`src/rtl/vu_meter_engine.sv`:
```
// Multi-channel VU meter engine: rectify, window average/peak, fall-back
// ballistics and a PWM meter-coil drive per channel, plus a level readback.
module vu_meter_engine #(
  parameter int NUM_CH       = 2,
  parameter int SAMPLE_W     = 8,
  parameter int AVG_LOG2     = 4,
  parameter int PWM_BITS     = 7,
  parameter int PWM_PRESCALE = 64,
  parameter int DECAY_STEP   = 8
) (
  input  logic                         clk,
  input  logic                         reset_n,
  input  logic                         audio_enable,
  input  logic [NUM_CH-1:0]            data_en,
  input  logic [NUM_CH*SAMPLE_W-1:0]   audio_signal,
  input  logic                         mode,
  input  logic                         test_en,
  input  logic [PWM_BITS-1:0]          test_level,
  output logic [NUM_CH-1:0]            vu_out,
  output logic [NUM_CH*PWM_BITS-1:0]   level,
  output logic [NUM_CH-1:0]            level_valid
);

  localparam int MAG_W = SAMPLE_W - 1;
  localparam int ACC_W = MAG_W + AVG_LOG2;
  localparam int PRE_W = (PWM_PRESCALE > 1) ? $clog2(PWM_PRESCALE) : 1;

  // Measurement state
  logic [AVG_LOG2-1:0] cnt_q  [NUM_CH];
  logic [AVG_LOG2-1:0] cnt_d  [NUM_CH];
  logic [ACC_W-1:0]    acc_q  [NUM_CH];
  logic [ACC_W-1:0]    acc_d  [NUM_CH];
  logic [MAG_W-1:0]    max_q  [NUM_CH];
  logic [MAG_W-1:0]    max_d  [NUM_CH];
  logic [MAG_W-1:0]    win_q  [NUM_CH];
  logic [MAG_W-1:0]    win_d  [NUM_CH];
  logic [PWM_BITS-1:0] new_q  [NUM_CH];
  logic [PWM_BITS-1:0] new_d  [NUM_CH];
  logic [PWM_BITS-1:0] disp_q [NUM_CH];
  logic [PWM_BITS-1:0] disp_d [NUM_CH];
  logic [NUM_CH-1:0]   win_vld_q, win_vld_d;
  logic [NUM_CH-1:0]   new_vld_q, new_vld_d;
  logic [NUM_CH-1:0]   valid_q, valid_d;
  logic                mode_q, mode_d;

  // PWM state
  logic [PRE_W-1:0]    pre_q, pre_d;
  logic [PWM_BITS-1:0] frame_q, frame_d;
  logic [PWM_BITS-1:0] duty_q [NUM_CH];
  logic [PWM_BITS-1:0] duty_d [NUM_CH];
  logic [NUM_CH-1:0]   vu_q, vu_d;

  // Combinational helpers
  logic [MAG_W-1:0]    mag  [NUM_CH];
  logic [ACC_W-1:0]    sum  [NUM_CH];
  logic [MAG_W-1:0]    peak [NUM_CH];
  logic                mode_chg;
  logic                tick;
  logic                frame_wrap;

  // |x| on SAMPLE_W-1 bits; the most negative code saturates to full scale
  function automatic logic [MAG_W-1:0] rectify(input logic [SAMPLE_W-1:0] x);
    logic [SAMPLE_W-1:0] neg;
    neg = -x;
    if (!x[SAMPLE_W-1]) begin
      return x[MAG_W-1:0];
    end else if (x[MAG_W-1:0] == '0) begin
      return {MAG_W{1'b1}};
    end else begin
      return neg[MAG_W-1:0];
    end
  endfunction

  // Instant attack, bounded fall of DECAY_STEP per window, floor at zero
  function automatic logic [PWM_BITS-1:0] ballistics(input logic [PWM_BITS-1:0] nv,
                                                     input logic [PWM_BITS-1:0] dv);
    logic [PWM_BITS-1:0] fall;
    fall = (dv > PWM_BITS'(DECAY_STEP)) ? dv - PWM_BITS'(DECAY_STEP) : '0;
    if (nv >= dv) begin
      return nv;
    end else begin
      return (nv > fall) ? nv : fall;
    end
  endfunction

  // Per-channel rectified magnitude, running sum and running max
  always_comb begin
    for (int c = 0; c < NUM_CH; c++) begin
      mag[c]  = rectify(audio_signal[c*SAMPLE_W +: SAMPLE_W]);
      sum[c]  = acc_q[c] + ACC_W'(mag[c]);
      peak[c] = (mag[c] > max_q[c]) ? mag[c] : max_q[c];
    end
  end

  // Window accumulation, completion pipeline and ballistics
  always_comb begin
    mode_d    = mode;
    mode_chg  = (mode != mode_q);
    win_vld_d = '0;
    new_vld_d = win_vld_q;
    valid_d   = new_vld_q;
    for (int c = 0; c < NUM_CH; c++) begin
      cnt_d[c]  = cnt_q[c];
      acc_d[c]  = acc_q[c];
      max_d[c]  = max_q[c];
      win_d[c]  = win_q[c];
      new_d[c]  = win_q[c][MAG_W-1 -: PWM_BITS];
      disp_d[c] = new_vld_q[c] ? ballistics(new_q[c], disp_q[c]) : disp_q[c];

      if (!audio_enable) begin
        cnt_d[c]     = '0;
        acc_d[c]     = '0;
        max_d[c]     = '0;
        disp_d[c]    = '0;
        new_vld_d[c] = 1'b0;
        valid_d[c]   = 1'b0;
      end else if (mode_chg) begin
        cnt_d[c] = '0;
        acc_d[c] = '0;
        max_d[c] = '0;
      end else if (data_en[c]) begin
        if (cnt_q[c] == {AVG_LOG2{1'b1}}) begin
          win_d[c]     = mode ? peak[c] : sum[c][ACC_W-1:AVG_LOG2];
          win_vld_d[c] = 1'b1;
          cnt_d[c]     = '0;
          acc_d[c]     = '0;
          max_d[c]     = '0;
        end else begin
          cnt_d[c] = cnt_q[c] + AVG_LOG2'(1);
          acc_d[c] = sum[c];
          max_d[c] = peak[c];
        end
      end
    end
  end

  // Shared prescaler/frame counter, glitch-free duty latch and PWM compare
  always_comb begin
    tick       = (pre_q == PRE_W'(PWM_PRESCALE - 1));
    pre_d      = tick ? '0 : pre_q + PRE_W'(1);
    frame_wrap = tick && (frame_q == {PWM_BITS{1'b1}});
    frame_d    = tick ? frame_q + PWM_BITS'(1) : frame_q;
    for (int c = 0; c < NUM_CH; c++) begin
      duty_d[c] = duty_q[c];
      if (frame_wrap) begin
        duty_d[c] = test_en ? test_level : disp_q[c];
      end
      vu_d[c] = (frame_q < duty_q[c]);
    end
  end

  // State registers with asynchronous clear
  always_ff @(posedge clk or negedge reset_n) begin
    if (!reset_n) begin
      win_vld_q <= '0;
      new_vld_q <= '0;
      valid_q   <= '0;
      mode_q    <= 1'b0;
      pre_q     <= '0;
      frame_q   <= '0;
      vu_q      <= '0;
      for (int c = 0; c < NUM_CH; c++) begin
        cnt_q[c]  <= '0;
        acc_q[c]  <= '0;
        max_q[c]  <= '0;
        win_q[c]  <= '0;
        new_q[c]  <= '0;
        disp_q[c] <= '0;
        duty_q[c] <= '0;
      end
    end else begin
      win_vld_q <= win_vld_d;
      new_vld_q <= new_vld_d;
      valid_q   <= valid_d;
      mode_q    <= mode_d;
      pre_q     <= pre_d;
      frame_q   <= frame_d;
      vu_q      <= vu_d;
      for (int c = 0; c < NUM_CH; c++) begin
        cnt_q[c]  <= cnt_d[c];
        acc_q[c]  <= acc_d[c];
        max_q[c]  <= max_d[c];
        win_q[c]  <= win_d[c];
        new_q[c]  <= new_d[c];
        disp_q[c] <= disp_d[c];
        duty_q[c] <= duty_d[c];
      end
    end
  end

  // Pack displayed levels onto the readback port
  always_comb begin
    level = '0;
    for (int c = 0; c < NUM_CH; c++) begin
      level[c*PWM_BITS +: PWM_BITS] = disp_q[c];
    end
  end

  assign vu_out      = vu_q;
  assign level_valid = valid_q;

endmodule

```
`config.mk`:
```
export PLATFORM = sky130hd
export DESIGN_NAME = vu_meter_engine
export DESIGN_NICKNAME = d
export VERILOG_FILES = /design/src/rtl/vu_meter_engine.sv
export SDC_FILE = /design/constraint.sdc
export NUM_CORES = 1
export LEC_CHECK = 0
export BUFFER_PORTS_ARGS = -buffer_cell sky130_fd_sc_hd__buf_2
export CORE_MARGIN = 2
export CORE_UTILIZATION = 43
export CTS_CLUSTER_DIAMETER = 120
export CTS_CLUSTER_SIZE = 12
export DETAILED_ROUTE_END_ITERATION = 12
export REMOVE_ABC_BUFFERS = 1
export SLEW_MARGIN = 30
export SYNTH_ARGS = -nofsm -noshare
export SYNTH_HDL_FRONTEND = slang
export SYNTH_SLANG_ARGS = --single-unit
```
`constraint.sdc`:
```
create_clock -name clk -period 3.1 [get_ports clk]
set_input_delay 0.155 -clock clk [delete_from_list [all_inputs] [get_ports clk]]
set_output_delay 0.155 -clock clk [all_outputs]
set_load 0.005 [all_outputs]
```
==> results of run 1 <==
==> synth_stat cells, types with 2 or more instances <==
master,n
a21o_1,17
nor2_2,2
nand2b_1,16
a31oi_1,19
a22o_1,17
mux2i_1,30
o221ai_1,2
o32ai_1,2
a21oi_1,40
a22oi_1,2
ha_1,76
and4_1,2
nor2_1,30
o21bai_1,3
dfrtp_1,122
nand3_1,25
or3_1,7
o211ai_1,6
buf_2,4
a221o_1,2
a31oi_4,2
xor2_1,15
a211oi_1,4
nor3_1,9
or2_2,5
clkbuf_1,17
nand2_1,98
and2_1,7
o31ai_1,11
o21a_1,5
o21ai_0,61
o311ai_0,5
inv_1,65
o21ai_1,4
o22ai_1,3
mux2_2,5
nand4_1,11
xnor2_1,10
and3_1,5
fa_1,2
nor2b_1,4
==> how the worst max path moves through the flow <==
stage                                from  slack, ns  cells past startpoint        to
after floorplan           audio_signal[9]       0.04                     13  new_d[1]
after global placement    audio_signal[9]      -0.06                     14  new_d[3]
after detailed placement  audio_signal[9]      -0.12                     14  new_d[1]
after CTS                        level[3]       0.16                     12  level[4]
after global routing             level[3]      0.009                     12  level[4]
final                            level[3]       0.21                     12  level[4]
==> worst max-delay path, stage by stage, from the launching register on <==
cell and delay [ns]:
dfrtp_1 0.44, inv_1 0.12, ha_1 0.26, o211ai_1 0.26, buf_4 0.19, nand2b_1 0.09
ha_1 0.30, a21oi_1 0.15, o21ai_0 0.14, o31ai_2 0.22, nand2_1 0.18, or2_2 0.32
a31oi_1 0.15
==> routing by layer <==
layer  up-vias  routed length, um  track usage
met5         -                  0            0
met4         0                175       0.0538
met3        12                515       0.0389
met2        87               8250        0.327
met1      2796               7830        0.241
li1       3065                  -            -
==> power groups by stage <==
stage | Combinational, mW | Sequential, mW | Clock, mW
floorplan | 0.284 | 1.66 | 0
global placement | 0.498 | 1.66 | 0
detailed placement | 0.502 | 1.66 | 0
CTS | 0.507 | 1.63 | 2.16
global route | 0.563 | 1.64 | 2.23
finish | 0.503 | 1.63 | 2.12
==> final cells by class <==
type / instances / area (um2) / area share
clock buffer: 19 / 443 / 0.0491
clock inverter: 13 / 193 / 0.0214
inverter: 66 / 249 / 0.0276
multi-input combinational: 580 / 4080 / 0.452
sequential: 122 / 3050 / 0.338
tap: 225 / 282 / 0.0312
timing repair buffer: 111 / 721 / 0.0799
==> registers in the layout (all words and copies together) (netlist names), 6 cells and up <==
name / cells
level: 14
frame_q: 7
cnt_q: 8
acc_q: 22
pre_q: 6
new_d: 14
duty_q: 14
new_q: 14
max_q: 14
==> kinds of logic after synthesis <==
logic type / count (synthesis) / synth area share
AND/OR/NAND/NOR: 227 / 0.146
flip-flops: 122 / 0.409
multiplexers: 35 / 0.0478
adder cells (fa/ha/maj): 78 / 0.133
XOR/XNOR: 25 / 0.0294
buffers and inverters: 88 / 0.0456
AO/OA/AOI/OAI: 215 / 0.189
==> timing repair <==
action	CTS	global route
hold endpoints to repair	62	0
resized for setup	0	3
setup buffers	0	1
hold buffers	1	0
setup endpoints to repair	0	4
==> out/qor.yml, run 1 <==
logic_synthesis:
  synth.largest_area_cell: "dfrtp_1"
  synth_flop_cell: "dfrtp_1"
  synth_top_area_share: 0.409
  synth_edf_count: 0
  synth_seq_cells: 122
  ys_warn_count: 0
  yosys-top-cells-area: "dfrtp_1, ha_1, nand2_1, o21ai_0, mux2i_1"
  ys_seq_area_frac: 0.409
  synth_area_um2: 7460
  async_reset_ff_frac: 1.00
  syn_area_per_cell_um2: 9.44
  synthDistinctLibCells: 59
  synthCells: 790
sta:
  finalClockSkew_ns: 0.00781
  maxSlewViolCount: 0
  final-setup-viol-count: 0
  hold_viol: 0
  setup_tns_ns: 0
  worstMarginPinSlew_ns: 0.830
  fin_hold_ws_ns: 0.0568
  setup_slack_ns: 0.205
  min_period_ns: 2.89
  period_share: 0.934
  rsz0062_at_grt: "false"
  max_freq_ghz: 0.345
  max_slew_margin: 0.447
clocking:
  cts-root-buf: "clkbuf_16"
  cts-htree-levels: 4
  cts_tree: "yes"
  insertion_delay_ns: 0.41
  cts_buffers: 17
  cts_sinks: 122
  cts.clk_slew.worst_paths_ns: 0.06
  cts_buffer_depth: 2
worst_setup_path:
  crit_fanout: 6
  cp.arrival_ns: 3.23
  worstPathRequired_ns: 3.44
  startpoint_type: "flip-flop"
  reg2regPathDepth: 12
  path_class: "flip-flop to flip-flop"
  reg2reg_to: "level[4]"
  crit_path_end_kind: "flip-flop"
  r2r_slack_ns: 0.21
  rr_startpoint: "level[3]"
placement:
  port_buffers: 47
  place_ws_ns: -0.123
  dp.cells: 1102
  dpl_cell_area_um2: 8350
  hpwl_um: 12700
  gp_congestion: 0.840
power:
  clock_power_share: 0.498
  power_mw: 4.26
  irDropWorstVdd_uv: 381
  power_density_nw_per_um2: 472
  p_leak_nw: 4.57
  comb_power_share: 0.118
  switchingPower_mw: 1.05
  internal_power_mw: 3.21
  p_seq_frac: 0.384
  swShare: 0.247
finish:
  fin_nets: 1006
  final_util: 0.527
  syn_to_final_growth_pct: 20.9
  nFillCells: 1609
  finalNonFillerCells: 1136
  finalInstanceArea_um2: 9020
  final_common_cell: "dfrtp_1"
  final_cell_mix: "dfrtp_1, nand2_1, ha_1"
  layout-drive-gt1-share: 0.181
  antenna_cells: 0
floorplan:
  dieWidth_um: 136
  core_um2: 17100
  initial_core_util: 0.436
  num_rows: 48
  chipHeight_um: 136
  die_area_um2: 18400
  pin_count: 48
drt:
  via_per_inst: 5.25
  first_pass_iters: 5
  route.detailed.drc: 0
  antenna_left: 0
  drt_wl_total_um: 16800
  vias: 5960
  drtIter0Drc: 249
  wl_per_cell_um: 14.8
global_route:
  grt_pass1_wl_um: 27600
  grt_pass1_vias: 5786
  grtUsageTotal: 0.190
  gr-total-overflow: 0
  grt_max_degree: 66
  antenna_found_initial: 0
min_path:
  min_path_type: "primary input to flip-flop"
  hold_depth: 3
  holdCritStartpoint: "test_level[6]"
  hold_end: "duty_q[6]"
run:
  timing.max_cap.violations: 0
outcome:
  status: "completed"
(Power assumes the default switching activity.)
==> run 2: changes to the inputs <==
--- a/config.mk
+++ b/config.mk
@@ -5,9 +5,9 @@
 export SDC_FILE = /design/constraint.sdc
 export NUM_CORES = 1
 export LEC_CHECK = 0
-export BUFFER_PORTS_ARGS = -buffer_cell sky130_fd_sc_hd__buf_2
+export BUFFER_PORTS_ARGS = -buffer_cell sky130_fd_sc_hd__buf_4
 export CORE_MARGIN = 2
-export CORE_UTILIZATION = 43
+export CORE_UTILIZATION = 45
 export CTS_CLUSTER_DIAMETER = 120
 export CTS_CLUSTER_SIZE = 12
 export DETAILED_ROUTE_END_ITERATION = 12
==> out/qor.yml, run 2 (synthesis gave the netlist of run 1 again) <==
sta:
  final-setup-viol-count: 0
  max_slew_margin: 0.486
  rsz0062_at_grt: "false"
  finalClockSkew_ns: 0.00869
  maxSlewViolCount: 0
  worstMarginPinSlew_ns: 0.769
  period_share: 0.947
  hold_viol: 0
  max_freq_ghz: 0.341
  fin_hold_ws_ns: 0.0447
  min_period_ns: 2.93
finish:
  fin_nets: 1010
  syn_to_final_growth_pct: 23.1
  layout-drive-gt1-share: 0.186
  final_common_cell: "dfrtp_1"
  multiInputGateArea_um2: 4080
  regMostFlops: "acc_q"
  nFillCells: 1437
  antenna_cells: 0
  largest_register_ffs: 22
  regArea_um2: 3060
  final_cell_mix: "dfrtp_1, buf_4, nand2_1"
  final_util: 0.560
worst_setup_path:
  r2r_slack_ns: 0.17
  cp-startpoint: "level[10]"
  reg2reg_to: "level[11]"
  crit_end: "level[11]"
  path_delay_family: "simple AND/OR/NAND/NOR gates"
  cp.buffers_inverters: 1
  reg2regPathDepth: 13
  crit_path_top_delay_cell: "or3_1"
  path_class: "flip-flop to flip-flop"
  rr_startpoint: "level[10]"
  crit_fanout: 6
  startpoint_type: "flip-flop"
  slowest_delay_ns: 0.42
  crit_cells: 13
  cp.arrival_ns: 3.28
  crit_path_end_kind: "flip-flop"
  worstPathRequired_ns: 3.44
  crit_chain: "inv_1 > ha_1 > a31oi_1 > or3_1 > nand2_1 > ha_1 > nor2b_1 > o21ai_0 > a21oi_1 > o31ai_2 > nand2_1 > or2_2 > a31oi_1"
drt:
  via_per_inst: 5.40
  first_pass_iters: 4
  wl_per_cell_um: 15.2
  drt_wl_total_um: 17200
  route.detailed.drc: 0
  vias: 6128
  antenna_left: 0
  drtIter0Drc: 289
outcome:
  status: "completed"
power:
  p_leak_nw: 4.62
  power_density_nw_per_um2: 473
  irDropWorstVdd_uv: 402
clocking:
  cts-root-buf: "clkbuf_16"
  cts_buffers: 17
  cts_buffer_depth: 2
  cts_tree: "yes"
  cts_sinks: 122
  cts.clk_slew.worst_paths_ns: 0.06
  cts-htree-levels: 4
  insertion_delay_ns: 0.42
min_path:
  min_path_type: "primary input to flip-flop"
  hold_depth: 3
floorplan:
  num_rows: 47
  initial_core_util: 0.455
  die_area_um2: 17600
  chipHeight_um: 133
  dieWidth_um: 133
  core_um2: 16400
  pin_count: 48
placement:
  port_buffers: 47
  gp_congestion: 0.830
  hpwl_um: 13100
global_route:
  antenna_found_initial: 0
  grt_pass1_vias: 6114
  grt_pass1_wl_um: 29500
  grtUsageTotal: 0.207
  gr-total-overflow: 0
  grt_max_degree: 55
run:
  timing.max_cap.violations: 0
run 2: worst min-delay path by stage:
| stage | startpoint | endpoint | slack (ns) |
|---|---|---|---|
| finish | test_level[2] | duty_q[2] | 0.04 |
| global route | data_en[1] | cnt_q[1] | 0.05 |
| CTS | test_level[2] | duty_q[2] | 0.03 |
| detailed placement | reset_n | new_q[1] | 0.26 |
| global placement | reset_n | new_d[3] | 0.25 |
| floorplan | reset_n | acc_q[0] | -0.14 |
run 2: where the power goes:
group,internal [mW],leakage (nW),switching (mW)
registers,1.62,1.59,0.0178
clock network,1.45,0.313,0.738
logic,0.234,2.72,0.289
total,3.30,4.62,1.05
run 2: repair_timing:
| item | in CTS | in global routing |
|---|---|---|
| endpoints found under the hold margin | 52 | 0 |
| setup buffers | 0 | 4 |
| resized for setup | 0 | 6 |
| hold buffers | 2 | 0 |
| endpoints found under the setup margin | 0 | 13 |
run 2: metrics by stage:
step	cell area [um2]	std cells	setup TNS [ns]	power (mW)	setup WS, ns
2_1_floorplan	7370	768	0	1.94	0.0363
3_3_place_gp	8460	1097	-0.549	2.17	-0.0617
3_5_place_dp	8460	1097	-2.17	2.19	-0.159
4_1_cts	9140	1130	0	4.39	0.114
5_1_grt	9190	1134	0	4.53	0.00836
6_report	9190	1134	0	4.35	0.165
run 2: final cells by class:
cell class / count / share of cell area
sequential: 122 / 0.333
clock buffer: 18 / 0.0478
timing repair buffer: 115 / 0.0945
inverter: 66 / 0.0271
clock inverter: 13 / 0.0237
multi-input combinational: 580 / 0.444
tap: 220 / 0.0300
run 2: worst reg2reg max path, stage by stage, from the launching register on:
cell	delay, ns
dfrtp_1	0.38
inv_1	0.11
ha_1	0.23
a31oi_1	0.05
or3_1	0.42
nand2_1	0.12
ha_1	0.24
nor2b_1	0.13
o21ai_0	0.17
a21oi_1	0.13
o31ai_2	0.25
nand2_1	0.17
or2_2	0.31
a31oi_1	0.16
run 2: layer usage:
| layer | vias up | track usage | wire, um |
|---|---|---|---|
| li1 | 3060 | - | - |
| met1 | 2936 | 0.267 | 7850 |
| met2 | 107 | 0.348 | 8460 |
| met3 | 25 | 0.0456 | 652 |
| met4 | 0 | 0.0651 | 258 |
| met5 | - | 0 | 0 |
==> run 3: changes to the inputs <==
--- a/config.mk
+++ b/config.mk
@@ -11,6 +11,7 @@
 export CTS_CLUSTER_DIAMETER = 120
 export CTS_CLUSTER_SIZE = 12
 export DETAILED_ROUTE_END_ITERATION = 12
+export PLACE_DENSITY = 0.59
 export REMOVE_ABC_BUFFERS = 1
 export SLEW_MARGIN = 30
 export SYNTH_ARGS = -nofsm -noshare
==> out/qor.yml, run 3 (synthesis gave the netlist of run 1 again) <==
clocking:
  cts_tree: "yes"
  cts_buffer_depth: 2
  cts_setup_buffers: 0
  cts_buffers: 17
  cts.clk_slew.worst_paths_ns: 0.05
  cts_sinks: 122
  cts-htree-levels: 4
  cts-root-buf: "clkbuf_16"
  insertion_delay_ns: 0.41
finish:
  largest_register_ffs: 22
  syn_to_final_growth_pct: 21.0
  regMostFlops: "acc_q"
  antenna_cells: 0
  fin_nets: 1001
  finalInstanceArea_um2: 9030
  finalNonFillerCells: 1125
  nFillCells: 1441
  layout-drive-gt1-share: 0.171
  final_common_cell: "dfrtp_1"
  final_cell_mix: "dfrtp_1, buf_4, nand2_1"
sta:
  final-setup-viol-count: 0
  period_share: 0.935
  max_slew_margin: 0.495
  min_period_ns: 2.90
  hold_viol: 0
  rsz0062_at_grt: "false"
  worstMarginPinSlew_ns: 0.755
  max_freq_ghz: 0.345
  finalClockSkew_ns: 0.00841
  maxSlewViolCount: 0
power:
  p_leak_nw: 4.55
  comb_power_share: 0.127
  internal_power_mw: 3.05
  irDropWorstVdd_uv: 384
  swShare: 0.244
  clock_power_share: 0.468
  power_density_nw_per_um2: 448
  switchingPower_uw: 985
  p_seq_frac: 0.405
floorplan:
  die_area_um2: 17600
  core_um2: 16400
  chipHeight_um: 133
  num_rows: 47
  dieWidth_um: 133
  initial_core_util: 0.455
  pin_count: 48
min_path:
  hold_end: "duty_q[1]"
  min_path_type: "primary input to flip-flop"
  hold_depth: 3
  holdCritStartpoint: "test_level[1]"
worst_setup_path:
  crit_path_end_kind: "flip-flop"
  path_class: "flip-flop to flip-flop"
  rr_startpoint: "level[3]"
  startpoint_type: "flip-flop"
  worstPathRequired_ns: 3.43
  cp-startpoint: "level[3]"
  reg2reg_to: "level[4]"
  r2r_slack_ns: 0.20
  crit_chain: "buf_4 > and4_1 > o211ai_1 > buf_4 > nand2_1 > ha_1 > nor2b_1 > o21ai_0 > a21oi_1 > o31ai_1 > nand2_1 > or2_2 > a31oi_1"
  crit_path_top_delay_cell: "dfrtp_1"
  reg2regPathDepth: 13
  cp.arrival_ns: 3.23
  slowest_delay_ns: 0.40
  crit_fanout: 6
placement:
  dp.cells: 1092
  hpwl_um: 12600
  gp_congestion: 0.898
  dpl_cell_area_um2: 8440
  port_buffers: 47
drt:
  wl_per_cell_um: 14.6
  drt_wl_total_um: 16500
  route.detailed.drc: 0
  via_per_inst: 5.38
  antenna_left: 0
  first_pass_iters: 4
  drtIter0Drc: 221
  vias: 6051
global_route:
  grt_max_degree: 93
  grt_pass1_wl_um: 28100
  grtUsageTotal: 0.197
  antenna_found_initial: 0
  grt_pass1_vias: 5933
  gr-total-overflow: 0
run:
  timing.max_cap.violations: 0
outcome:
  status: "completed"
run 3: cell types whose count changed in the layout (fill, tap and decap cells not counted), sizes merged:
cell      change
clkbuf        +4
buf           -9
inv           -2
clkinv        +2
clkinvlp      -1
bufinv        -3
run 3: repair_timing:
item | 4_1_cts | 5_1_grt
gates resized for setup | 0 | 3
hold buffers | 2 | 0
hold endpoints to repair | 31 | 0
setup endpoints to repair | 0 | 6
run 3: critical path: cells and delay by family, from the launching register on:
kind	cells	cell delay (ns)
adder cells (fa/ha/maj)	1	0.29
AND/OR/NAND/NOR	5	0.89
buffers and inverters	2	0.33
AO/OA/AOI/OAI	5	0.89
flip-flops	1	0.40
run 3: worst max-delay path by stage:
stage | depth (start not counted) | endpoint | slack, ns
final | 13 | level[4] | 0.20
after global placement | 14 | new_d[4] | -0.07
after detailed placement | 14 | new_d[1] | -0.11
after global routing | 13 | level[11] | 0.02
after floorplan | 13 | new_d[1] | 0.04
after CTS | 13 | level[11] | 0.15
run 3: metal layers:
| layer | vias to the layer above | wire length [um] | global-route usage | part of all wire |
|---|---|---|---|---|
| met3 | 25 | 497 | 0.0352 | 0.030 |
| met5 | - | 0 | 0 | 0 |
| met2 | 101 | 7860 | 0.322 | 0.48 |
| met4 | 0 | 386 | 0.0866 | 0.023 |
| met1 | 2889 | 7730 | 0.256 | 0.47 |
| li1 | 3036 | - | - | - |
run 3: through the flow:
step           setup TNS, ns  worst slack, ns  total power, mW  utilization  hold WS (ns)
4_1_cts                    0            0.152             4.09        0.550        0.0355
3_3_place_gp          -0.376          -0.0679             2.16        0.514         0.114
2_1_floorplan              0           0.0363             1.94            -        -0.141
3_5_place_dp           -1.36           -0.115             2.18        0.514         0.124
5_1_grt                    0           0.0234             4.23        0.550        0.0565
6_report                   0            0.201             4.04        0.550        0.0517
run 3: area by class of cell:
type	count	area (um2)	share of cell area
Multi-Input combinational cell	580	4070	0.451
Timing Repair Buffer	106	813	0.0901
Tap cell	220	275	0.0305
Inverter	66	249	0.0276
Clock inverter	9	97.6	0.0108
Clock buffer	22	464	0.0514
Sequential cell	122	3050	0.338
run 3: power by group through the flow:
stage / registers (mW) / logic, mW / clock network (mW)
finish: 1.63 / 0.515 / 1.89
global route: 1.64 / 0.575 / 2.02
CTS: 1.63 / 0.520 / 1.94
detailed placement: 1.66 / 0.514 / 0
global placement: 1.66 / 0.501 / 0
floorplan: 1.66 / 0.284 / 0
